## config.mk

```make
export PLATFORM = sky130hd
export DESIGN_NAME = jtag_bitbang_conditioner
export DESIGN_NICKNAME = d
export VERILOG_FILES = /design/src/rtl/jtag_bitbang_conditioner.sv
export SDC_FILE = /design/constraint.sdc
export NUM_CORES = 1
export LEC_CHECK = 0
export CELL_PAD_IN_SITES_DETAIL_PLACEMENT = 2
export CELL_PAD_IN_SITES_GLOBAL_PLACEMENT = 2
export CORE_UTILIZATION = 32
export DETAILED_ROUTE_END_ITERATION = 10
export PLACE_DENSITY_LB_ADDON = 0.12
export SLEW_MARGIN = 20
export SYNTH_ARGS = -nofsm -noshare
export SYNTH_HDL_FRONTEND = slang
export SYNTH_SLANG_ARGS = --single-unit
```

## constraint.sdc

```tcl
create_clock -name clk_25mhz -period 1.85 [get_ports clk_25mhz]
set_input_delay 0.2775 -clock clk_25mhz [delete_from_list [all_inputs] [get_ports clk_25mhz]]
set_output_delay 0.2775 -clock clk_25mhz [all_outputs]
set_load 0.02 [all_outputs]
```

## src/rtl/jtag_bitbang_conditioner.sv

```systemverilog
// Conditions FTDI bit-bang JTAG lines (sync, glitch filter, TCK skew) and returns TDO.
// Latency: TDI/TMS pin->out SYNC_STAGES+FILTER_LEN+1, TCK +2, TDO->RXD SYNC_STAGES.
// Backpressure: none; free-running pipeline sampled every clk_25mhz cycle.
module jtag_bitbang_conditioner #(
  parameter int SYNC_STAGES   = 2,
  parameter int FILTER_LEN    = 3,
  parameter int TCK_CNT_WIDTH = 16
) (
  input  logic                     clk_25mhz,
  input  logic                     reset,
  input  logic                     ftdi_ndtr,
  input  logic                     ftdi_nrts,
  input  logic                     ftdi_txd,
  input  logic                     jtag_tdo,
  output logic                     jtag_tck,
  output logic                     jtag_tms,
  output logic                     jtag_tdi,
  output logic                     ftdi_rxd,
  output logic                     tck_rise,
  output logic [3:0]               tap_state,
  output logic [TCK_CNT_WIDTH-1:0] tck_count
);

  // Filter counter must hold 0..FILTER_LEN-1; keep at least one bit.
  localparam int CNT_W = (FILTER_LEN > 1) ? $clog2(FILTER_LEN) : 1;
  localparam logic [CNT_W-1:0] CNT_MAX = CNT_W'(FILTER_LEN - 1);

  // Channel index for the filtered lines: 0 = TCK, 1 = TMS, 2 = TDI.
  localparam logic [2:0] FILT_RST = 3'b010;

  typedef enum logic [3:0] {
    TLR    = 4'hF, RTI    = 4'hC,
    SEL_DR = 4'h7, CAP_DR = 4'h6, SH_DR  = 4'h2, EX1_DR = 4'h1,
    PAU_DR = 4'h3, EX2_DR = 4'h0, UPD_DR = 4'h5,
    SEL_IR = 4'h4, CAP_IR = 4'hE, SH_IR  = 4'hA, EX1_IR = 4'h9,
    PAU_IR = 4'hB, EX2_IR = 4'h8, UPD_IR = 4'hD
  } tap_state_t;

  logic [SYNC_STAGES-1:0] sync_tck;
  logic [SYNC_STAGES-1:0] sync_tms;
  logic [SYNC_STAGES-1:0] sync_tdi;
  logic [SYNC_STAGES-1:0] sync_tdo;
  logic [2:0]             synced;
  logic [2:0]             filt;
  logic [CNT_W-1:0]       cnt [3];
  logic                   tck_dly;
  tap_state_t             state_q;
  tap_state_t             state_d;

  // Synchroniser chains; each resets to its channel's idle output level so
  // reset release never manufactures an edge.
  always_ff @(posedge clk_25mhz) begin
    if (reset) begin
      sync_tck <= '0;
      sync_tms <= '1;
      sync_tdi <= '0;
      sync_tdo <= '1;
    end else begin
      sync_tck <= {sync_tck[SYNC_STAGES-2:0], ftdi_ndtr};
      sync_tms <= {sync_tms[SYNC_STAGES-2:0], ftdi_nrts};
      sync_tdi <= {sync_tdi[SYNC_STAGES-2:0], ftdi_txd};
      sync_tdo <= {sync_tdo[SYNC_STAGES-2:0], jtag_tdo};
    end
  end

  assign synced = {sync_tdi[SYNC_STAGES-1], sync_tms[SYNC_STAGES-1], sync_tck[SYNC_STAGES-1]};

  // Glitch filter: a channel follows its synced input only after the input
  // has disagreed with it for FILTER_LEN consecutive cycles.
  always_ff @(posedge clk_25mhz) begin
    if (reset) begin
      filt <= FILT_RST;
      for (int i = 0; i < 3; i++) cnt[i] <= '0;
    end else begin
      for (int i = 0; i < 3; i++) begin
        if (synced[i] != filt[i]) begin
          if (cnt[i] == CNT_MAX) begin
            filt[i] <= synced[i];
            cnt[i]  <= '0;
          end else begin
            cnt[i] <= cnt[i] + CNT_W'(1);
          end
        end else begin
          cnt[i] <= '0;
        end
      end
    end
  end

  // Output registers; TCK gets one extra stage so TDI/TMS lead it by a cycle.
  always_ff @(posedge clk_25mhz) begin
    if (reset) begin
      jtag_tms <= 1'b1;
      jtag_tdi <= 1'b0;
      tck_dly  <= 1'b0;
      jtag_tck <= 1'b0;
      tck_rise <= 1'b0;
    end else begin
      jtag_tms <= filt[1];
      jtag_tdi <= filt[2];
      tck_dly  <= filt[0];
      jtag_tck <= tck_dly;
      tck_rise <= tck_dly & ~jtag_tck;
    end
  end

  assign ftdi_rxd = sync_tdo[SYNC_STAGES-1];

  // Shadow TAP state register.
  always_ff @(posedge clk_25mhz) begin
    if (reset) state_q <= TLR;
    else       state_q <= state_d;
  end

  // Standard 1149.1 transitions, taken once per conditioned TCK rise using
  // the TMS value present on the pin during that rise.
  always_comb begin
    state_d = state_q;
    if (tck_rise) begin
      case (state_q)
        TLR:     state_d = jtag_tms ? TLR    : RTI;
        RTI:     state_d = jtag_tms ? SEL_DR : RTI;
        SEL_DR:  state_d = jtag_tms ? SEL_IR : CAP_DR;
        CAP_DR:  state_d = jtag_tms ? EX1_DR : SH_DR;
        SH_DR:   state_d = jtag_tms ? EX1_DR : SH_DR;
        EX1_DR:  state_d = jtag_tms ? UPD_DR : PAU_DR;
        PAU_DR:  state_d = jtag_tms ? EX2_DR : PAU_DR;
        EX2_DR:  state_d = jtag_tms ? UPD_DR : SH_DR;
        UPD_DR:  state_d = jtag_tms ? SEL_DR : RTI;
        SEL_IR:  state_d = jtag_tms ? TLR    : CAP_IR;
        CAP_IR:  state_d = jtag_tms ? EX1_IR : SH_IR;
        SH_IR:   state_d = jtag_tms ? EX1_IR : SH_IR;
        EX1_IR:  state_d = jtag_tms ? UPD_IR : PAU_IR;
        PAU_IR:  state_d = jtag_tms ? EX2_IR : PAU_IR;
        EX2_IR:  state_d = jtag_tms ? UPD_IR : SH_IR;
        UPD_IR:  state_d = jtag_tms ? SEL_DR : RTI;
        default: state_d = TLR;
      endcase
    end
  end

  assign tap_state = state_q;

  // Free-running TCK rise counter; wraps naturally.
  always_ff @(posedge clk_25mhz) begin
    if (reset)         tck_count <= '0;
    else if (tck_rise) tck_count <= tck_count + TCK_CNT_WIDTH'(1);
  end

endmodule

```

==> flow_metrics.tcl, run 1 <==
set metrics [dict create \
    outcome "finished, final reports clean" \
    cp.arrival_ns 1.49 \
    cp-start-kind "flop" \
    row_count 26 \
    die_w_um 75.4 \
    highest_layer "met4" \
    grt_pass1_wl_um 6940 \
    ir_worst_vdd_v 0.000411 \
    hold_violations 0 \
    wire_per_inst_um 14.9 \
    path_cells "clkdlybuf4s50_1" \
    dr_total_vias 1398 \
    numCtsBuffers 5 \
    path_class "flop to output port" \
    cp.required_ns 1.57 \
    grt_pass1_vias 1502 \
    core-area_um2 5140 \
    cap_violations 0 \
    synth_seq_cells 42 \
    setup_tns_ns 0 \
    fillers 581 \
    drc 0 \
    cts_buffer_depth 2 \
    synthSimpleGateAreaFrac_pct 24.0 \
    layout-drive-gt1-share_pct 11.5 \
    synth_top_family_by_area "simple AND/OR/NAND/NOR gates" \
    synth-compound-area-share_pct 9.50 \
    hold_path.class "flop to flop" \
    pwr_density_cell_nw_per_um2 768 \
    cts_tree "done" \
    critical_path.top_delay_family "buffers and inverters" \
    htreeDepth 2 \
    drt-met1-wl_um 1750 \
    synthAdderAreaFrac_pct 2.90 \
    start_util_pct 33.6 \
    netlist_area_um2 1730 \
    synth_ff_type "dfxtp_1" \
    rsz0062_at_grt "false" \
    leakagePower_nw 0.879 \
    critPathMaxFanout 8 \
    wl_um 4280 \
    yosys_warnings 0 \
    hpwl_um 3110 \
    finalNetCount 226 \
    synthMuxAreaShare_pct 5.00 \
    register_area_um2 901 \
    dpl-instance-area_um2 2160 \
    yosysSeqAreaShare_pct 52.2 \
    synth_xor_area_share_pct 3.55 \
    num_io_pins 31 \
    port-buffer-count 30 \
    wl_met3_um 138 \
    die_h_um 75.4 \
    drtPass1Iterations 3 \
    place_congestion 0.748 \
    async_flop_share_pct 0 \
    cts_sinks 42 \
    synth_edf_count 6 \
    post-cts-setup-buffers 0 \
    clock_skew_ns 0.00621 \
    clock_latency_ns 0.29 \
    fmax_mhz 567 \
    finalSetupViolCount 0 \
    vias_per_cell 4.87 \
    dr.first_iter.drc_count 24 \
    cts-root-buf "clkbuf_8" \
    worstSetupEndpointType "output port" \
    gr-total-overflow 0 \
    track_usage_pct 16.8 \
    crit_path_max_incr_delay_ns 0.67 \
    fin_crit_sh_pct 95.4 \
    ant_nets 0 \
    diodes 0 \
    post-place-cells 279 \
    stdcell_count 287 \
    areaGrowthSynthToFinish_pct 31.8 \
    worst-path-buf-inv 1 \
    synth_cell_types 34 \
    slowest_stage "clkdlybuf4s50_1" \
    path_clk_slew_ns 0.08 \
    syn-instance-count 173 \
    syn_area_per_cell_um2 9.97 \
    dr_wl_met2_um 2330 \
    report.final.slew_viol_count 0 \
    multiInputGateArea_um2 798 \
    stdcell_area_um2 2270 \
    die-area_um2 5690 \
    final_core_util_pct 44.3 \
    grt_start_max_net_pins 44 \
    fin_crit_ns 1.76 \
    antenna_found_initial 0 \
]
==> logic make-up after synthesis <==
group                      Yosys count
DFF                                 42
AOI/OAI and AO/OA                   27
xor gates and xnor gates             7
adders and majority gates            4
and+or+nand+nor                     75
muxes                                8
other                                1
buffers and inverters                9
==> final timing paths <==
check / from / endpoint / slack (ns) / cells after the start
worst min register to register: jtag_tck$_SDFF_PP0_ / tck_rise$_SDFF_PP0_ / 0.41 / 1
worst max-delay path: tck_count[7]$_SDFFE_PP0P_ / tck_count[7] / 0.09 / 1
worst max register to register: tck_count[1]$_SDFFE_PP0P_ / tck_count[14]$_SDFFE_PP0P_ / 0.17 / 4
worst min-delay path: jtag_tck$_SDFF_PP0_ / tck_rise$_SDFF_PP0_ / 0.41 / 1
==> synthesized netlist by cell type, types with 4 or more instances <==
library cell,count,area share [%]
nor2b_1,14,5.1
or2_2,5,1.8
nor2_1,18,3.9
a21oi_1,8,2.3
or3_1,8,2.9
ha_1,4,2.9
nand3_1,4,1.2
nand2_1,10,2.2
nor4_1,4,1.5
o21ai_0,8,2.3
xnor2_1,4,2.0
edfxtp_1,6,10
dfxtp_1,36,42
==> layout by cell type, fill, tap and decap left out, drive strengths merged, types with 3 or more instances in the layout <==
cell / synthesis / final
nor2b: 14 / 14
nor2: 18 / 18
nor4: 4 / 4
o21ai: 8 / 8
conb: 1 / 6
inv: 3 / 3
or2: 5 / 5
clkbuf: 2 / 5
mux2: 5 / 5
xor2: 3 / 3
edfxtp: 6 / 6
dfxtp: 36 / 36
nand3: 4 / 4
a21oi: 8 / 8
mux2i: 3 / 3
nand2: 10 / 10
clkdlybuf4s50: 0 / 29
nand4: 6 / 6
or3: 8 / 8
ha: 4 / 4
xnor2: 4 / 4
buf: 4 / 7
==> repair_timing <==
item / CTS / global route
gates resized for setup: 0 / 1
hold buffers: 0 / 0
endpoints found under the setup margin: 0 / 1
==> power breakdown <==
| part | internal (mW) | switching, mW |
|---|---|---|
| Sequential | 0.943 | 0.0111 |
| Combinational | 0.0388 | 0.0378 |
| Clock | 0.397 | 0.319 |
==> metrics by stage <==
stage / worst slack (ns) / hold slack, ns / total power, mW
final: 0.0858 / 0.409 / 1.75
after detailed placement: 0.178 / 0.400 / 1.05
after global routing: 0.00523 / 0.434 / 1.82
after CTS: 0.0348 / 0.417 / 1.78
after global placement: 0.256 / 0.402 / 1.05
after floorplan: 0.166 / 0.381 / 1.02
==> flip-flops by register name, indices dropped and copies added, names as in the netlist <==
signal	count
jtag_tck	1
sync_tms	2
tap_state	4
tck_rise	1
cnt	6
sync_tdo	2
jtag_tdi	1
filt	3
tck_dly	1
tck_count	16
jtag_tms	1
sync_tck	2
sync_tdi	2
==> cell type report <==
class,count,share of cell area [%]
Multi-Input combinational cell,127,35.1
Tap cell,70,3.85
Clock inverter,3,1.76
Inverter,3,0.495
Clock buffer,5,3.03
Sequential cell,42,39.6
Timing Repair Buffer,37,16.2
==> layer usage <==
metal / GRT usage (%) / vias up
met5: 0 / -
met2: 30.9 / 20
met3: 3.97 / 5
met1: 18.6 / 693
met4: 6.79 / 0
li1: - / 680
Power figures use the tool's default switching activity.
==> run 2, diff against run 1 <==
CTS_CLUSTER_DIAMETER = 120   (was not set)
GPL_ROUTABILITY_DRIVEN = 0   (was not set)
==> results of run 2 <==
The final DEF is identical to that of run 1; final timing and power are the same.
==> run 3, diff against run 2 <==
CTS_CLUSTER_DIAMETER = 30   (was 120)
==> results of run 3 <==
The final DEF is identical to that of run 1; final timing and power are the same.
